===== src/rtl/registrador_acumulado_pkg.sv =====
// Shared types and defaults for the accumulated-result register stage that feeds the operand MUX.
package registrador_acumulado_pkg;

    localparam int WIDTH_DEF  = 8;
    localparam int FLAG_W_DEF = 4;

    typedef enum logic [1:0] {
        VAZIO = 2'b00,
        EXEC  = 2'b01,
        ACUM  = 2'b10
    } estado_t;

    // An aborted op (timeout) returns to wherever it came from.
    function automatic estado_t estado_de_origem(input logic origem);
        return origem ? ACUM : VAZIO;
    endfunction

endpackage


===== src/rtl/registrador_acumulado_contador_timeout.sv =====
// Wait counter for EXEC: restarts at 0 on entry and flags the last allowed cycle.
module contador_timeout #(
    parameter int TIMEOUT = 16
) (
    input  logic clk,
    input  logic rst,
    input  logic en,
    input  logic clr,
    output logic expirou
);

    localparam int CW = $clog2(TIMEOUT);
    localparam logic [CW-1:0] LIMITE = CW'(TIMEOUT - 1);

    logic [CW-1:0] conta;

    always_ff @(posedge clk or posedge rst) begin
        if (rst) begin
            conta <= '0;
        end else if (clr) begin
            conta <= '0;
        end else if (en && (conta != LIMITE)) begin
            conta <= conta + CW'(1);
        end
    end

    assign expirou = en && (conta == LIMITE);

endmodule


===== src/rtl/registrador_acumulado.sv =====
// Holds the last ALU result for chained operations and sequences one ALU op per start request.
module registrador_acumulado
    import registrador_acumulado_pkg::*;
#(
    parameter int WIDTH   = WIDTH_DEF,
    parameter int FLAG_W  = FLAG_W_DEF,
    parameter int CNT_W   = 4,
    parameter int TIMEOUT = 16
) (
    input  logic              clk,
    input  logic              rst,
    input  logic              start,
    input  logic              clear,
    input  logic [WIDTH-1:0]  alu_result,
    input  logic [FLAG_W-1:0] alu_flags,
    input  logic              alu_done,
    output logic              alu_start,
    output logic              sel,
    output logic [WIDTH-1:0]  resultado_anterior,
    output logic [FLAG_W-1:0] flags_reg,
    output logic [CNT_W-1:0]  op_count,
    output logic              busy,
    output logic              done,
    output logic              erro
);

    estado_t estado, proximo;
    logic    origem;
    logic    aceita_start, captura, limpa, estourou;
    logic    expirou;

    contador_timeout #(.TIMEOUT(TIMEOUT)) u_timeout (
        .clk     (clk),
        .rst     (rst),
        .en      (estado == EXEC),
        .clr     (estado != EXEC),
        .expirou (expirou)
    );

    // clear beats everything; inside EXEC a completion beats the timeout on the same cycle
    always_comb begin
        proximo      = estado;
        aceita_start = 1'b0;
        captura      = 1'b0;
        limpa        = 1'b0;
        estourou     = 1'b0;
        case (estado)
            VAZIO, ACUM: begin
                if (clear) begin
                    limpa   = 1'b1;
                    proximo = VAZIO;
                end else if (start) begin
                    aceita_start = 1'b1;
                    proximo      = EXEC;
                end
            end
            EXEC: begin
                if (clear) begin
                    limpa   = 1'b1;
                    proximo = VAZIO;
                end else if (alu_done) begin
                    captura = 1'b1;
                    proximo = ACUM;
                end else if (expirou) begin
                    estourou = 1'b1;
                    proximo  = estado_de_origem(origem);
                end
            end
            default: proximo = VAZIO;
        endcase
    end

    always_ff @(posedge clk or posedge rst) begin
        if (rst) begin
            estado             <= VAZIO;
            origem             <= 1'b0;
            alu_start          <= 1'b0;
            done               <= 1'b0;
            erro               <= 1'b0;
            resultado_anterior <= '0;
            flags_reg          <= '0;
            op_count           <= '0;
        end else begin
            estado    <= proximo;
            alu_start <= aceita_start;
            done      <= captura;
            if (aceita_start) begin
                origem <= (estado == ACUM);
                erro   <= 1'b0;
            end
            if (limpa) begin
                resultado_anterior <= '0;
                flags_reg          <= '0;
                op_count           <= '0;
                erro               <= 1'b0;
            end
            if (captura) begin
                resultado_anterior <= alu_result;
                flags_reg          <= alu_flags;
                if (op_count != '1) begin
                    op_count <= op_count + CNT_W'(1);
                end
            end
            if (estourou) begin
                erro <= 1'b1;
            end
        end
    end

    // origem is frozen for the whole op so the MUX output cannot glitch mid-operation
    assign sel  = (estado == ACUM) || ((estado == EXEC) && origem);
    assign busy = (estado == EXEC);

endmodule

===== config.mk =====
export PLATFORM = sky130hd
export DESIGN_NAME = registrador_acumulado
export DESIGN_NICKNAME = d
export VERILOG_FILES = /design/src/rtl/registrador_acumulado_pkg.sv /design/src/rtl/registrador_acumulado_contador_timeout.sv /design/src/rtl/registrador_acumulado.sv
export SDC_FILE = /design/constraint.sdc
export NUM_CORES = 1
export LEC_CHECK = 0
export ABC_AREA = 1
export BUFFER_PORTS_ARGS = -buffer_cell sky130_fd_sc_hd__buf_2
export CAP_MARGIN = 0
export CORE_MARGIN = 3
export CORE_UTILIZATION = 50
export CTS_CLUSTER_DIAMETER = 120
export CTS_CLUSTER_SIZE = 16
export DETAILED_ROUTE_END_ITERATION = 7
export MAX_ROUTING_LAYER = met4
export PLACE_DENSITY = 0.89
export SETUP_SLACK_MARGIN = 0.1
export SYNTH_ARGS = -nofsm -noshare
export SYNTH_HDL_FRONTEND = slang
export SYNTH_SLANG_ARGS = --single-unit
export TNS_END_PERCENT = 1

===== constraint.sdc =====
create_clock -name clk -period 1.5 [get_ports clk]
set_input_delay 0.075 -clock clk [delete_from_list [all_inputs] [get_ports clk]]
set_output_delay 0.075 -clock clk [all_outputs]
set_load 0.005 [all_outputs]

=== Word level (Yosys, flattened, before mapping) ===
Index checks and enable logic that the tools add are counted.

* Register bits after elaboration: 26
* Output and inout bits: 21

* Add/subtract/negate cells: 2
* Eq/ne operators: 8
* Multiplexer cells: 31
* Reductions and logical operators: 11

{| class="wikitable"
|+ Operator list
! operator !! count
|-
| two-way mux 4 bit || 7
|-
| two-way mux 8 bit || 2
|-
| two-way mux 1 bit || 15
|-
| two-way mux 2 bit || 6
|-
| != test 4 bit, second input constant || 3
|-
| adder 4 x 1 -> 4 bit, second input constant || 2
|-
| equality test 4 bit, second input constant || 1
|-
| case mux 2 bit (2 select lines) || 1
|-
| nonzero test 2 bit || 2
|-
| logical AND 1 bit || 3
|-
| != test 3 bit, second input constant || 1
|-
| nonzero test 3 bit || 1
|-
| OR reduction 3 bit || 1
|-
| equality test 2 x 1 -> 1 bit, second input constant || 1
|-
| equality test 2 bit, second input constant || 1
|-
| zero test 2 bit || 1
|-
| != test 2 x 1 -> 1 bit, second input constant || 1
|-
| AND reduction 2 bit || 1
|-
| OR reduction 2 bit || 1
|-
| logical OR 1 bit || 1
|}

=== Logic depth before layout (Yosys ltp) ===
Gate-level depths: netlist (run 1).

* Depth after elaboration: 7
* Depth in mapped cells: 8
* Gate-level depth less buffers: 8

=== Modules after synthesis ===
A second synthesis (run 1) with hierarchy kept.

* Cells, all modules: 162
* Area, all modules: 1257.5 um2

{| class="wikitable"
|+ Modules (own cells, without submodules)
! module !! instances !! cells an instance !! area each (um2)
|-
| registrador_acumulado || 1 || 131 || 1018.5
|-
| contador_timeout || 1 || 31 || 239.0
|}

=== Least setup slack after synthesis (run 1) ===
No wires, ideal clock.

* Path kind: reg-to-reg
* Start point: register op_count[0]
* End point: register op_count[1]
* Arrival time: 1.025 ns
* Data required time: 1.374 ns
* Path slack: 0.349 ns
* Stages on the path, launching flop included: 7
* Buffers on the path: 0
* Path through: dfrtp_1 ha_1 nand2_1 nor2_1 nor2_4 nand2_1 o21ai_0

* Word-level cells in the longest chain between the ends: 3
* Elaborated cells between the ends (all ways): 4
* Those cells by class: 1 x add/sub; 1 x eq/ne; 2 x mux

{| class="wikitable"
|+ RTL lines
! what !! line !! source
|-
| start, declared || registrador_acumulado.sv:21 || <nowiki>output logic [CNT_W-1:0] op_count,</nowiki>
|-
| start signal, assigned || registrador_acumulado.sv:101 || <nowiki>op_count <= op_count + CNT_W'(1);</nowiki>
|-
| adder 4 x 1 -> 4 bit or != test 4 bit (tied branches) || registrador_acumulado.sv:101, registrador_acumulado.sv:100 ||
|-
| two-way mux 4 bit * || registrador_acumulado.sv:100 || <nowiki>if (op_count != '1) begin</nowiki>
|-
| two-way mux 4 bit * || registrador_acumulado.sv:97 || <nowiki>if (captura) begin</nowiki>
|}

Every way passes the cells marked *; elsewhere a longest branch is shown, timed or not.
A chain may end at the register's enable or synchronous reset.

=== Worst setup path in the final report (run 1) ===
* Start point: register estado[1]
* End point: output port sel

* Word-level cells in the longest chain between the ends: 3
* Elaborated cells between the ends (all ways): 4
* Those cells by class: 2 x eq/ne; 2 x reduce/logical

{| class="wikitable"
|+ RTL lines
! what !! line !! source
|-
| start, declared || registrador_acumulado.sv:27 || <nowiki>estado_t estado, proximo;</nowiki>
|-
| start signal, assigned || registrador_acumulado.sv:84 || <nowiki>estado <= proximo;</nowiki>
|-
| equality test 2 x 1 -> 1 bit || registrador_acumulado.sv:111 || <nowiki>assign sel = (estado == ACUM) || ((estado == EXEC) && origem);</nowiki>
|-
| logical AND 1 bit || registrador_acumulado.sv:111 ||
|-
| logical OR 1 bit * || registrador_acumulado.sv:111 ||
|-
| end, declared || registrador_acumulado.sv:18 || <nowiki>output logic sel,</nowiki>
|}

Marked as above.

==> results of run 1 <==
## kinds of logic after synthesis
group,after synthesis,share of synthesized area
adder cells (fa/ha/maj),2,0.0201
AND/OR/NAND/NOR,93,0.346
flip-flops,26,0.523
AO/OA/AOI/OAI,9,0.0382
buffers and inverters,12,0.0734
## worst min path at each step
stage               slack [ns]     start  cells past startpoint                  to
floorplan                 0.12       rst                      1           alu_start
global placement          0.14       rst                      3  u_timeout.conta[3]
detailed placement        0.14       rst                      3        flags_reg[2]
CTS                       0.02  alu_done                      4                erro
global route              0.05  alu_done                      4                erro
finish                    0.03  alu_done                      4                erro
## cells in the final DEF, fill, tap and decap left out
master and count:
nor2_4 2, inv_2 1, nand2_1 52, nand2_2 3, bufinv_16 1, dlygate4sd3_1 13, inv_8 2, dfrtp_2 1
buf_2 37, o21ai_0 6, nand4_1 1, dfrtp_1 25, nor2_2 1, ha_1 2, clkbuf_4 3, nand3b_1 1
inv_1 6, nand3_1 20, buf_4 3, nand2_8 1, nand2_4 2, nor3_1 1, nor2_1 9, a21oi_1 2
a21o_1 1
## metrics by stage
stage	setup slack, ns	instance area [um2]
finish	0.174	1640
global route	0.0915	1640
CTS	0.127	1620
detailed placement	0.225	1430
global placement	0.336	1430
floorplan	0.349	1240
## worst min-delay path: stages
cell and delay (ns):
buf_2 0.10, nor2_1 0.05, nand2_1 0.06, nand2_1 0.04
## per-layer routing
metal,global-route usage,vias to the layer above,wire length [um]
li1,-,561,-
met1,0.205,506,1120
met2,0.383,29,1480
met3,0.0162,2,106
met4,0.0407,0,14
met5,-,-,0
## area by class of cell
cell class              instances  area share
flip-flops and latches         26       0.398
multi-input cells             104       0.312
repair buffers                 53       0.206
inverters                       9      0.0298
well taps                      28      0.0214
clock inverters                 1      0.0183
clock buffers                   3      0.0138
## what timing repair did
item	in CTS	in global routing
pin swaps	0	0
endpoints found under the hold margin	38	0
setup endpoints to repair	1	4
hold buffers	13	0
resized for setup	0	3
cloned	0	0
setup buffers	1	1
## power by group
| group | total (mW) | switching [mW] | leakage, nW | internal (mW) |
|---|---|---|---|---|
| registers | 0.751 | 0.0218 | 0.355 | 0.729 |
| logic | 0.188 | 0.102 | 0.540 | 0.0855 |
| clock network | 0.473 | 0.202 | 0.0279 | 0.270 |
| total | 1.41 | 0.326 | 0.923 | 1.09 |
==> results.yml, run 1 <==
synthesis:
  syn_area_um2: 1240
  yosys_warnings: 0
  syn_inst: 142
  synth_area_leaders: "dfrtp_1 52%, nand2_1 16%, nand3_1 8.0%, nor2_1 3.0%, o21ai_0 2.4%"
  synth.distinct_cells: 20
  ys_ff_latch: 26
  syn_nets: 161
  syn-mean-instance-area_um2: 8.77
  async_reset_ff_frac: 1.00
  netlist.area_leader.share: 0.523
  ys_seq_area_frac: 0.523
  synth.most_common_cell: "nand2_1"
  synth.top_cells.by_count: "52 x nand2_1, 26 x dfrtp_1, 20 x nand3_1"
  synth_top_cell_by_area: "dfrtp_1"
  synth_ff_type: "dfrtp_1"
  synth_edf_count: 0
grt:
  antenna_found_initial: 0
  grt.overflow.total: 0
  grt_start_max_net_pins: 27
  grt_usage: 0.193
  first_global_vias: 1132
  grt_pass1_wl_mm: 4.76
setup_path:
  slowest_stage: "dfrtp_1"
  required_ns: 1.42
  arrival_ns: 1.25
  cp.depth: 6
  end_kind: "primary output"
  reg2regPathDepth: 5
  worst-path-max-fanout: 6
  timing.rr.end: "op_count[0]"
  reg2reg_from: "op_count[1]"
  r2r_slack_ns: 0.27
  criticalPathCategory: "reg2out"
  startpoint_type: "register"
  critPathLaunch: "estado[1]"
  endpoint: "sel"
  crit_family: "flip-flops"
  crit_chain: "inv_2, nand2_4, inv_8, nand2_1, o21ai_0, buf_2"
  path_buf_inv: 3
  slowest_delay_ns: 0.42
clock_network:
  htreeDepth: 1
  tritoncts: "done"
  cts-root-buf: "clkbuf_4"
  cts.sinks: 26
  clk_pin_slew_ns: 0.14
  numCtsBuffers: 3
  cts_buffer_depth: 2
  clk-insertion-delay-late_ns: 0.31
detailed_routing:
  drt-initial-drc-count: 25
  drtPass1Iterations: 4
  route.vias.total: 1098
  wire_per_inst_um: 12.2
  via_per_inst: 4.90
  drc: 0
  totalWireLength_mm: 2.72
  final_antenna_net_count: 0
timing:
  post-route-period-util: 0.884
  setup_viol: 0
  tightestPinTransition_ns: 0.322
  whs_ns: 0.0292
  period_needed_ns: 1.33
  relSlewSlack: 0.785
  setup_tns_ns: 0
  max_freq_mhz: 754
  finClkSkew_ns: 0.00202
  hold_violations: 0
  rsz0062_at_grt: "true"
  slew_viol_final: 0
finish:
  multi_input_area_um2: 510
  seq_area_um2: 652
  antennaDiodeCount: 0
  drive_gt1_frac: 0.291
  area_growth_pct: 31.5
  final_util: 0.712
  largest_reg_flops: 8
  num-fill-cells: 175
  fin_nets: 216
  top_register: "resultado_anterior"
  final_cell_count_no_fill: 224
place:
  post-dp-hpwl_mm: 1.90
  numPortBuffers: 37
  placed_cells: 205
  gp_congestion: 0.893
die:
  die_y_um: 55.9
  die_area_um2: 3120
  rows: 17
  core_area_um2: 2300
  boundaryPins: 38
  die_w_um: 55.9
  initial_core_util: 0.542
power:
  power.leakage_nw: 0.923
  total_power_mw: 1.41
  p_per_area_nw_per_um2: 862
  ir_drop_mv: 0.651
min_path:
  hold_class: "in2reg"
outcome:
  status: "completed"
flow_run:
  maxCapViolCount: 0
Power figures use the tool's default switching activity.
==> inputs of run 2 (changes only) <==
Settings changed: SYNTH_HIERARCHICAL set to 1.
==> results.yml, run 2 <==
timing:
  period_needed_ns: 1.38
  setup_viol: 0
  slew_viol_final: 0
  relSlewSlack: 0.727
  max_freq_mhz: 723
  rsz0062_at_grt: "true"
  post-route-period-util: 0.923
  hold_violations: 0
  tightestPinTransition_ns: 0.410
  whs_ns: 0.0549
  finClkSkew_ns: 0.00336
  setup_tns_ns: 0
clock_network:
  cts.sinks: 26
  cts_buffer_depth: 2
  htreeDepth: 1
  numCtsBuffers: 3
  clk_pin_slew_ns: 0.13
  clk-insertion-delay-late_ns: 0.31
  tritoncts: "done"
  cts-root-buf: "clkbuf_4"
power:
  p_per_area_nw_per_um2: 761
  total_power_mw: 1.30
  ir_drop_mv: 0.452
  power.leakage_nw: 1.03
die:
  initial_core_util: 0.547
  core_area_um2: 2300
  rows: 17
  die_area_um2: 3150
  die_w_um: 56.2
  boundaryPins: 38
  die_y_um: 56.2
grt:
  grt.overflow.total: 0
  grtUsageMet1: 0.229
  grtUsageMet2: 0.332
  first_global_vias: 1148
  grt_start_max_net_pins: 23
  grt_pass1_wl_mm: 4.75
  antenna_found_initial: 0
  grt_usage: 0.194
  met3_usage: 0.0325
  busiest_layer: "met2"
detailed_routing:
  via_per_inst: 4.79
  drtPass1Iterations: 5
  drc: 0
  totalWireLength_mm: 2.97
  final_antenna_net_count: 0
  route.vias.total: 1208
  drt-initial-drc-count: 57
  wire_per_inst_um: 11.8
finish:
  area_growth_pct: 36.1
  num-fill-cells: 161
  top_register: "resultado_anterior"
  multi_input_area_um2: 510
  seq_area_um2: 652
  drive_gt1_frac: 0.290
  largest_reg_flops: 8
  antennaDiodeCount: 0
  fin_nets: 244
  final_cell_mix: "71 x nand2_1, 37 x buf_2, 25 x dfrtp_1"
  final_util: 0.745
  final_common_cell: "nand2_1"
  final_area_um2: 1710
setup_path:
  critPathLaunch: "estado[0]"
  reg2reg_from: "estado[1]"
  end_kind: "primary output"
  required_ns: 1.42
  criticalPathCategory: "reg2out"
  startpoint_type: "register"
  arrival_ns: 1.31
  worst-path-max-fanout: 4
synthesis:
  synth-compound-area-share: 0.0199
  synth.distinct_cells: 19
  synth.most_common_cell: "nand2_1"
  syn-mean-instance-area_um2: 7.76
  synthXorXnorAreaFrac: 0.00697
  ys_ff_latch: 26
  synth_top_cell_by_area: "dfrtp_1"
  yosys_warnings: 6
  synth.top_cells.by_count: "71 x nand2_1, 26 x dfrtp_1, 17 x inv_1"
  synth_edf_count: 0
  async_reset_ff_frac: 1.00
  syn_area_um2: 1260
  syn_inst: 162
  netlist.area_leader.share: 0.517
  muxShareOfSynthArea: 0
  synthAdderAreaFrac: 0.0199
  synth_top_family_by_area: "simple AND/OR/NAND/NOR gates"
  synth_ff_type: "dfrtp_1"
  yosys.area_share.simple: 0.357
  ys_seq_area_frac: 0.517
  synth_area_leaders: "dfrtp_1 52%, nand2_1 21%, inv_1 5.1%, nand3_1 4.4%, nor2_1 3.6%"
  syn_nets: 181
flow_run:
  maxCapViolCount: 0
place:
  post-dp-hpwl_mm: 1.87
  numPortBuffers: 37
  gp_congestion: 0.814
  placed_area_um2: 1480
min_path:
  hold_class: "in2reg"
  hold_start: "start"
outcome:
  status: "completed"
run 2: cells by family (layout without fill, tap and decap cells):
group	after synthesis	after routing
AND/OR/NAND/NOR	105	105
adder cells (fa/ha/maj)	2	2
buffers and inverters	23	85
flip-flops	26	26
AO/OA/AOI/OAI	5	5
XOR/XNOR	1	1
run 2: critical path, cell delays in order, from the launching register on:
cell     delay [ns]
dfrtp_2        0.39
inv_1          0.06
nor2_2         0.15
buf_6          0.13
nand2_1        0.05
o21ai_1        0.08
buf_2          0.13
run 2: area by class of cell:
| type | count | area share |
|---|---|---|
| inverters | 21 | 0.0468 |
| flip-flops and latches | 26 | 0.381 |
| well taps | 28 | 0.0205 |
| clock buffers | 4 | 0.0212 |
| multi-input cells | 113 | 0.298 |
| repair buffers | 60 | 0.232 |
run 2: path summary, 6_finish.rpt:
check / endpoint / slack, ns / depth (start not counted)
hold reg to reg: flags_reg[0] / 0.48 / 2
max in group asynchronous: estado[0] / 0.94 / 4
setup / recovery: sel / 0.12 / 6
setup reg to reg: flags_reg[3] / 0.17 / 5
min in group asynchronous: u_timeout/conta[0] / 0.19 / 3
hold / removal: alu_start / 0.05 / 3
run 2: timing repair:
action                                  4_1_cts  5_1_grt
endpoints found under the hold margin        38        0
endpoints found under the setup margin        1       12
buffers inserted                              2        5
pin swaps                                     0        1
hold buffers                                 13        0
gates resized for setup                       1        4
gates cloned                                  0        0
run 2: per-layer routing:
metal  routed length (um)  share of wire
met5                    0              0
met4                   80          0.027
met3                  188          0.063
met2                 1420           0.48
met1                 1280           0.43
run 2: per-stage QoR:
step / cells / setup WS (ns)
final: 252 / 0.116
after global routing: 252 / 0.0189
after CTS: 247 / 0.145
after detailed placement: 228 / 0.250
after global placement: 228 / 0.295
after floorplan: 162 / 0.223
run 2: power by group:
| part | total, mW | switching, mW | internal, mW |
|---|---|---|---|
| Clock | 0.338 | 0.190 | 0.148 |
| Combinational | 0.219 | 0.115 | 0.104 |
| Sequential | 0.745 | 0.0178 | 0.727 |
